### src/rtl/video_timing_pattern_gen.sv
// video_timing_pattern_gen: raster timing generator with a built-in test-pattern source.
// Produces registered RGB/hsync/vsync/DE plus pixel coordinates and frame/line strobes.
// Default parameters give 720p60.
// Optional feature: define VTG_BORDER_EN to paint a one-pixel red border around the active area.
module video_timing_pattern_gen #(
    parameter int H_ACTIVE = 1280,
    parameter int H_FP     = 110,
    parameter int H_SYNC   = 40,
    parameter int H_BP     = 220,
    parameter int V_ACTIVE = 720,
    parameter int V_FP     = 5,
    parameter int V_SYNC   = 5,
    parameter int V_BP     = 20,
    parameter bit HS_POL   = 1'b1,
    parameter bit VS_POL   = 1'b1,
    parameter int CW       = 12
) (
    input  logic          clk,
    input  logic          rst,
    input  logic [1:0]    pattern_sel,
    input  logic [23:0]   solid_rgb,
    output logic [7:0]    rgb_r,
    output logic [7:0]    rgb_g,
    output logic [7:0]    rgb_b,
    output logic          rgb_hs,
    output logic          rgb_vs,
    output logic          rgb_de,
    output logic [CW-1:0] pix_x,
    output logic [CW-1:0] pix_y,
    output logic          frame_start,
    output logic          line_start
);

    localparam int H_TOTAL = H_ACTIVE + H_FP + H_SYNC + H_BP;
    localparam int V_TOTAL = V_ACTIVE + V_FP + V_SYNC + V_BP;

    localparam logic [CW-1:0] H_LAST   = CW'(H_TOTAL - 1);
    localparam logic [CW-1:0] V_LAST   = CW'(V_TOTAL - 1);
    localparam logic [CW-1:0] H_ACT    = CW'(H_ACTIVE);
    localparam logic [CW-1:0] V_ACT    = CW'(V_ACTIVE);
    localparam logic [CW-1:0] HS_BEG   = CW'(H_ACTIVE + H_FP);
    localparam logic [CW-1:0] HS_END   = CW'(H_ACTIVE + H_FP + H_SYNC);
    localparam logic [CW-1:0] VS_BEG   = CW'(V_ACTIVE + V_FP);
    localparam logic [CW-1:0] VS_END   = CW'(V_ACTIVE + V_FP + V_SYNC);
    // Last in-bar count of a colour bar; remainder pixels stay in bar 7.
    localparam logic [CW-1:0] BAR_LAST = CW'(H_ACTIVE / 8 - 1);
`ifdef VTG_BORDER_EN
    localparam logic [CW-1:0] X_LAST   = CW'(H_ACTIVE - 1);
    localparam logic [CW-1:0] Y_LAST   = CW'(V_ACTIVE - 1);
`endif

    logic [CW-1:0] h_cnt;
    logic [CW-1:0] v_cnt;
    logic [2:0]    bar_idx;
    logic [CW-1:0] bar_cnt;
    logic [1:0]    pat_q;
    logic [23:0]   solid_q;

    logic          frame_origin;
    logic          in_active;
    logic          in_hs;
    logic          in_vs;
    logic          line_origin;
    logic [1:0]    pat_cur;
    logic [23:0]   solid_cur;
    logic [23:0]   colour;

    // Raster counters: h wraps every line, v advances on the h wrap.
    always_ff @(posedge clk) begin
        if (rst) begin
            h_cnt <= '0;
            v_cnt <= '0;
        end else if (h_cnt == H_LAST) begin
            h_cnt <= '0;
            v_cnt <= (v_cnt == V_LAST) ? '0 : v_cnt + 1'b1;
        end else begin
            h_cnt <= h_cnt + 1'b1;
        end
    end

    // Incremental colour-bar tracker, restarted at the start of each line (no divider).
    always_ff @(posedge clk) begin
        if (rst || h_cnt == H_LAST) begin
            bar_idx <= '0;
            bar_cnt <= '0;
        end else if (bar_cnt == BAR_LAST) begin
            bar_cnt <= '0;
            if (bar_idx != 3'd7) begin
                bar_idx <= bar_idx + 1'b1;
            end
        end else begin
            bar_cnt <= bar_cnt + 1'b1;
        end
    end

    // Pattern selection is captured only at the frame origin so a frame never tears.
    always_ff @(posedge clk) begin
        if (rst) begin
            pat_q   <= 2'd0;
            solid_q <= 24'h000000;
        end else if (frame_origin) begin
            pat_q   <= pattern_sel;
            solid_q <= solid_rgb;
        end
    end

    // Region decode of the current counter state.
    always_comb begin
        frame_origin = (h_cnt == '0) && (v_cnt == '0);
        line_origin  = (h_cnt == '0) && (v_cnt < V_ACT);
        in_active    = (h_cnt < H_ACT) && (v_cnt < V_ACT);
        in_hs        = (h_cnt >= HS_BEG) && (h_cnt < HS_END);
        in_vs        = (v_cnt >= VS_BEG) && (v_cnt < VS_END);
        // The origin pixel already uses the freshly sampled selection.
        pat_cur      = frame_origin ? pattern_sel : pat_q;
        solid_cur    = frame_origin ? solid_rgb : solid_q;
    end

    // Pixel colour for the current counter state; blanked outside the active area.
    always_comb begin
        colour = 24'h000000;
        case (pat_cur)
            2'd0: colour = 24'hFFFFFF;
            // Bar order white..black maps to R=~idx[1], G=~idx[2], B=~idx[0].
            2'd1: colour = {{8{~bar_idx[1]}}, {8{~bar_idx[2]}}, {8{~bar_idx[0]}}};
            2'd2: colour = (h_cnt[5] ^ v_cnt[5]) ? 24'h000000 : 24'hFFFFFF;
            default: colour = solid_cur;
        endcase
`ifdef VTG_BORDER_EN
        if (h_cnt == '0 || h_cnt == X_LAST || v_cnt == '0 || v_cnt == Y_LAST) begin
            colour = 24'hFF0000;
        end
`endif
        if (!in_active) begin
            colour = 24'h000000;
        end
    end

    // Output register stage: everything describes the previous cycle's counter state.
    always_ff @(posedge clk) begin
        if (rst) begin
            {rgb_r, rgb_g, rgb_b} <= 24'h000000;
            rgb_hs      <= ~HS_POL;
            rgb_vs      <= ~VS_POL;
            rgb_de      <= 1'b0;
            pix_x       <= '0;
            pix_y       <= '0;
            frame_start <= 1'b0;
            line_start  <= 1'b0;
        end else begin
            {rgb_r, rgb_g, rgb_b} <= colour;
            rgb_hs      <= in_hs ? HS_POL : ~HS_POL;
            rgb_vs      <= in_vs ? VS_POL : ~VS_POL;
            rgb_de      <= in_active;
            pix_x       <= in_active ? h_cnt : '0;
            pix_y       <= in_active ? v_cnt : '0;
            frame_start <= frame_origin;
            line_start  <= line_origin;
        end
    end

endmodule

### config.mk
export PLATFORM = sky130hd
export DESIGN_NAME = video_timing_pattern_gen
export DESIGN_NICKNAME = d
export VERILOG_FILES = /design/src/rtl/video_timing_pattern_gen.sv
export SDC_FILE = /design/constraint.sdc
export NUM_CORES = 1
export LEC_CHECK = 0
export CORE_UTILIZATION = 50
export CTS_CLUSTER_SIZE = 25
export DETAILED_ROUTE_END_ITERATION = 7
export GPL_TIMING_DRIVEN = 0
export PLACE_DENSITY = 0.74
export REMOVE_ABC_BUFFERS = 1
export SLEW_MARGIN = 25
export SYNTH_ARGS = -nofsm -noshare
export SYNTH_HDL_FRONTEND = slang
export SYNTH_SLANG_ARGS = --single-unit
### constraint.sdc
create_clock -name clk -period 3.5 [get_ports clk]
set_clock_uncertainty 0.1 [all_clocks]
set_input_delay 0.875 -clock clk [delete_from_list [all_inputs] [get_ports clk]]
set_output_delay 0.875 -clock clk [all_outputs]
set_load 0.01 [all_outputs]
; After elaboration in Yosys (flattened, before gate mapping)
; Index checks and enable logic that the tools add are counted.
; Widths: inputs -> output; s select.
[word_totals]
ff_bits = 118
in_bits = 28
output_inout_bits = 53
elab_cells = 57
[op_classes]
n_addsub = 4
magnitude_cmp = 6
eq_ne = 6
mux = 7
n_bitwise = 5
reduce_logical = 13
[op_table]
columns = operator, count
row1 = $pmux 24 s3, 1
row2 = $mux 24, 2
row3 = $add 12x1->12 const B, 3
row4 = $logic_not 12->1, 2
row5 = $lt 12x10->1 const B, 2
row6 = $lt 12x11->1 const B, 2
row7 = $eq 12x10->1 const B, 1
row8 = $eq 12x11->1 const B, 1
row9 = $eq 12x8->1 const B, 1
row10 = $ge 12x10->1 const B, 1
row11 = $ge 12x11->1 const B, 1
row12 = $mux 12, 1
row13 = $reduce_or 2->1, 3
row14 = $logic_and 1x1->1, 5
row15 = $not 1->1, 4
row16 = $add 3x1->3 const B, 1
row17 = $ne 3x3->1 const B, 1
row18 = $eq 2x1->1 const B, 1
row19 = $eq 2x2->1 const B, 1
row20 = $logic_not 2->1, 1
row21 = $mux 1, 2
row22 = $mux 2, 1
row23 = $reduce_and 2->1, 1
row24 = $logic_or 1x1->1, 1
row25 = $xor 1x1->1, 1

; Longest topological paths before layout
[depth]
ltp_word = 5
depth_mapped = 9

; Worst setup path before layout
; No wires, ideal clock.
[synth_timing]
path_type = flip-flop to flip-flop
start = register v_cnt[1]
end = register rgb_b[1]
arrival_time_ns = 1.941
setup_slack_ns = 1.325
stages_incl_launch_ff = 9
period_less_slack_ns = 2.175
cell_sequence = dfxtp_1 -> inv_1 -> ha_1 -> nor4b_4 -> nand3_4 -> nor2_2 -> mux2i_1 -> buf_2 -> a31oi_1
[synth_via]
elab_chain_cells = 5
word_cells_on_any_way = 12
cone_classes = order compare: 1 / eq/ne: 2 / mux: 3 / bitwise: 1 / reduce/logical: 5
[synth_lines]
columns = item, line
row1 = start: declaration, 53  ; logic [CW-1:0] v_cnt;
row2 = start signal: assignment, 75  ; v_cnt <= (v_cnt == V_LAST) ? '0 : v_cnt + 1'b1;
row3 = "parallel branches: the longest is 5 deep, another holds $lt 12x10->1", -
row4 = end signal: assignment, 151  ; {rgb_r, rgb_g, rgb_b} <= colour;
row5 = end: declaration, 24  ; output logic [7:0] rgb_b,
; Parallel ways; which one is timed is not known.
; A chain may end at the register's enable or synchronous reset.

; Worst setup path after layout
[layout_timing]
start = register v_cnt[0]
end = register rgb_b[5]
; Same word-level chain as after synthesis.

==> out/qor.yml <==
outcome: "finished clean"
grtUsageTotal: 0.231
die_x_um: 99.8
yosys_warnings: 0
insertion_delay_ns: 0.51
peakVddDrop_v: 0.000382
utilization: 0.672
final-hold-violation-count: 0
swShare: 0.244
core_area_mm2: 0.00924
wl_per_cell_um: 15.5
grt_max_degree: 35
regArea_mm2: 0.00236
power_density_mw_per_mm2: 570
drt-initial-drc-count: 162
setup.worst_path.class: "reg -> reg"
detail-route-antenna-nets: 0
critPathMaxStageDelay_ns: 0.71
p_int_uw: 2680
pre_cts_slack_ns: 0.499
hold_class: "reg -> reg"
cpMaxStageDelayCell: "mux2i_4"
die_h_um: 99.8
cts_hold_buf: 0
maxSlewViolCount: 0
setup_viol: 0
end_kind: "flop"
antenna_cells: 0
ctsLongestPathBuffers: 2
final_area_mm2: 0.00621
crit_path_start_kind: "flop"
rsz0062_at_grt: "false"
worst_slew_margin_rel: 0.487
multi_input_area_mm2: 0.00221
std_cell_rows: 35
port_buffers: 80
drc: 0
antenna_found_initial: 0
dpl.hpwl_um: 6740
min_period_ns: 2.96
cts_tree: "done"
synthArstFlopShare: 0
comb_power_share: 0.100
rr_worst_depth: 7
fillCellCount: 711
reg2reg_to: "rgb_b[5]"
cts_resized: 0
viasPerCell: 5.53
crit_path_max_fanout: 27
leakagePower_uw: 0.00237
min_to: "bar_cnt[0]"
netlist_instances: 504
synth_area_mm2: 0.00478
cts_setup_buffers: 0
seq_power_share: 0.407
r2r-start: "v_cnt[0]"
syn2layout_area_growth_pct: 29.9
post-route-period-util: 0.847
ys_seq_area_frac: 0.494
root_buffer: "clkbuf_8"
cp_cell_sequence: "inv_1 > ha_1 > nor4b_4 > nand3_4 > nor2_2 > mux2i_4 > a31oi_1"
grt_pass1_wl_um: 18000
grt_pass1_vias: 3855
ff2ff_setup_slack_ns: 0.54
clock-sinks: 118
gp_congestion: 0.846
worst_pin_slew_ns: 0.753
num-nets-final: 612
placed_area_mm2: 0.00560
dr.pass1.iters: 4
power_switching_uw: 863
final_cell_mix: "dfxtp_1, clkdlybuf4s50_1, nor2_1"
dieArea_mm2: 0.00996
fin_ws_ns: 0.537
drv_cap: 0
max_freq_mhz: 338
grt_overflow: 0
required_ns: 3.74
hold_depth: 1
synth_flop_cell: "dfxtp_1"
routed_wl_um: 11100
p_clk_frac: 0.494
ys_ff_latch: 118
final_common_cell: "dfxtp_1"
cts_made_buffers: 17
cp.arrival_ns: 3.21
clk_pin_slew_worst_paths_ns: 0.06
initial_core_util: 0.518
synth_edf_count: 0
drive_gt1_frac: 0.0971
num_vias: 3963
htreeDepth: 4
ys_types: 49
avgSynthCellArea_um2: 9.49
ios: 81
min_from: "bar_cnt[0]"
[routing by layer]
| layer | track usage | vias up | share of wire |
|---|---|---|---|
| li1 | - | 1928 | - |
| met1 | 0.268 | 1902 | 0.44 |
| met2 | 0.399 | 108 | 0.51 |
| met3 | 0.0578 | 25 | 0.037 |
| met4 | 0.111 | 0 | 0.020 |
| met5 | 0 | - | 0 |
[kinds of logic after synthesis]
logic type	share of synthesized area
AOI/OAI and AO/OA	0.160
xor gates and xnor gates	0.0568
other	0.000784
buffers and inverters	0.0513
DFF	0.494
adders and majority gates	0.0262
and+or+nand+nor	0.205
muxes	0.00628
[flip-flops by register name, indices dropped and copies added (netlist names)]
name / cells
line_start: 1
pix_x: 12
frame_start: 1
h_cnt: 12
rgb_r: 8
rgb_b: 8
rgb_de: 1
v_cnt: 12
bar_cnt: 12
solid_q: 24
pix_y: 12
rgb_hs: 1
rgb_g: 8
bar_idx: 3
pat_q: 2
rgb_vs: 1
[power by group through the flow]
| stage | Clock [µW] | Sequential (µW) | Combinational (µW) |
|---|---|---|---|
| 3_3_place_gp | 0 | 1470 | 329 |
| 2_1_floorplan | 0 | 1480 | 159 |
| 3_5_place_dp | 0 | 1470 | 344 |
| 4_1_cts | 1770 | 1440 | 350 |
| 5_1_grt | 1830 | 1450 | 382 |
| 6_report | 1750 | 1440 | 353 |
[worst max-delay path, delay by kind of cell (launching register included)]
family,cells,cell delay [ns]
multiplexers,1,0.71
AO/OA/AOI/OAI,1,0.20
AND/OR/NAND/NOR,3,1.02
flip-flops,1,0.37
adder cells (fa/ha/maj),1,0.20
buffers and inverters,1,0.19
[cells in the mapped netlist, drive strengths merged, types with 3 or more instances]
cell | instances | area (µm²)
nand2 | 19 | 71.3
xor2 | 14 | 123
nor2 | 57 | 219
inv | 14 | 52.6
nand4 | 11 | 98.8
nand3 | 37 | 198
xnor2 | 17 | 149
ha | 10 | 125
nor4 | 6 | 67.6
nor3 | 11 | 71.3
o211ai | 3 | 37.5
o2bb2ai | 23 | 201
a31oi | 24 | 150
clkbuf | 14 | 52.6
buf | 20 | 140
and3 | 7 | 43.8
o21ai | 30 | 154
dfxtp | 118 | 2360
mux2i | 3 | 30.0
and2 | 15 | 93.8
a21oi | 31 | 159
[cell type report]
class | instances | area share
sequential | 118 | 0.380
multi-input combinational | 340 | 0.355
timing repair buffer | 83 | 0.134
clock buffer | 18 | 0.0689
clock inverter | 14 | 0.0280
tap | 129 | 0.0260
inverter | 14 | 0.00846
[worst max-delay path by stage]
stage	slack, ns	cells after the start	endpoint	startpoint
floorplan	0.71	7	rgb_b[0]	v_cnt[1]
global placement	-1.40	5	pix_x[10]	rst
detailed placement	0.50	7	rgb_r[7]	v_cnt[0]
CTS	0.44	7	rgb_r[6]	v_cnt[0]
global route	0.34	7	rgb_b[5]	v_cnt[0]
finish	0.54	7	rgb_b[5]	v_cnt[0]
[stage by stage]
step                instances  power (µW)  TNS, ns  hold WS [ns]
global placement          681        1790   -49.65         0.342
detailed placement        683        1810        0         0.359
CTS                       715        3560        0         0.369
finish                    716        3540        0         0.368
global route              716        3660        0         0.400
floorplan                 472        1640        0         0.330
No activity file was read; power rests on OpenSTA's default activity.
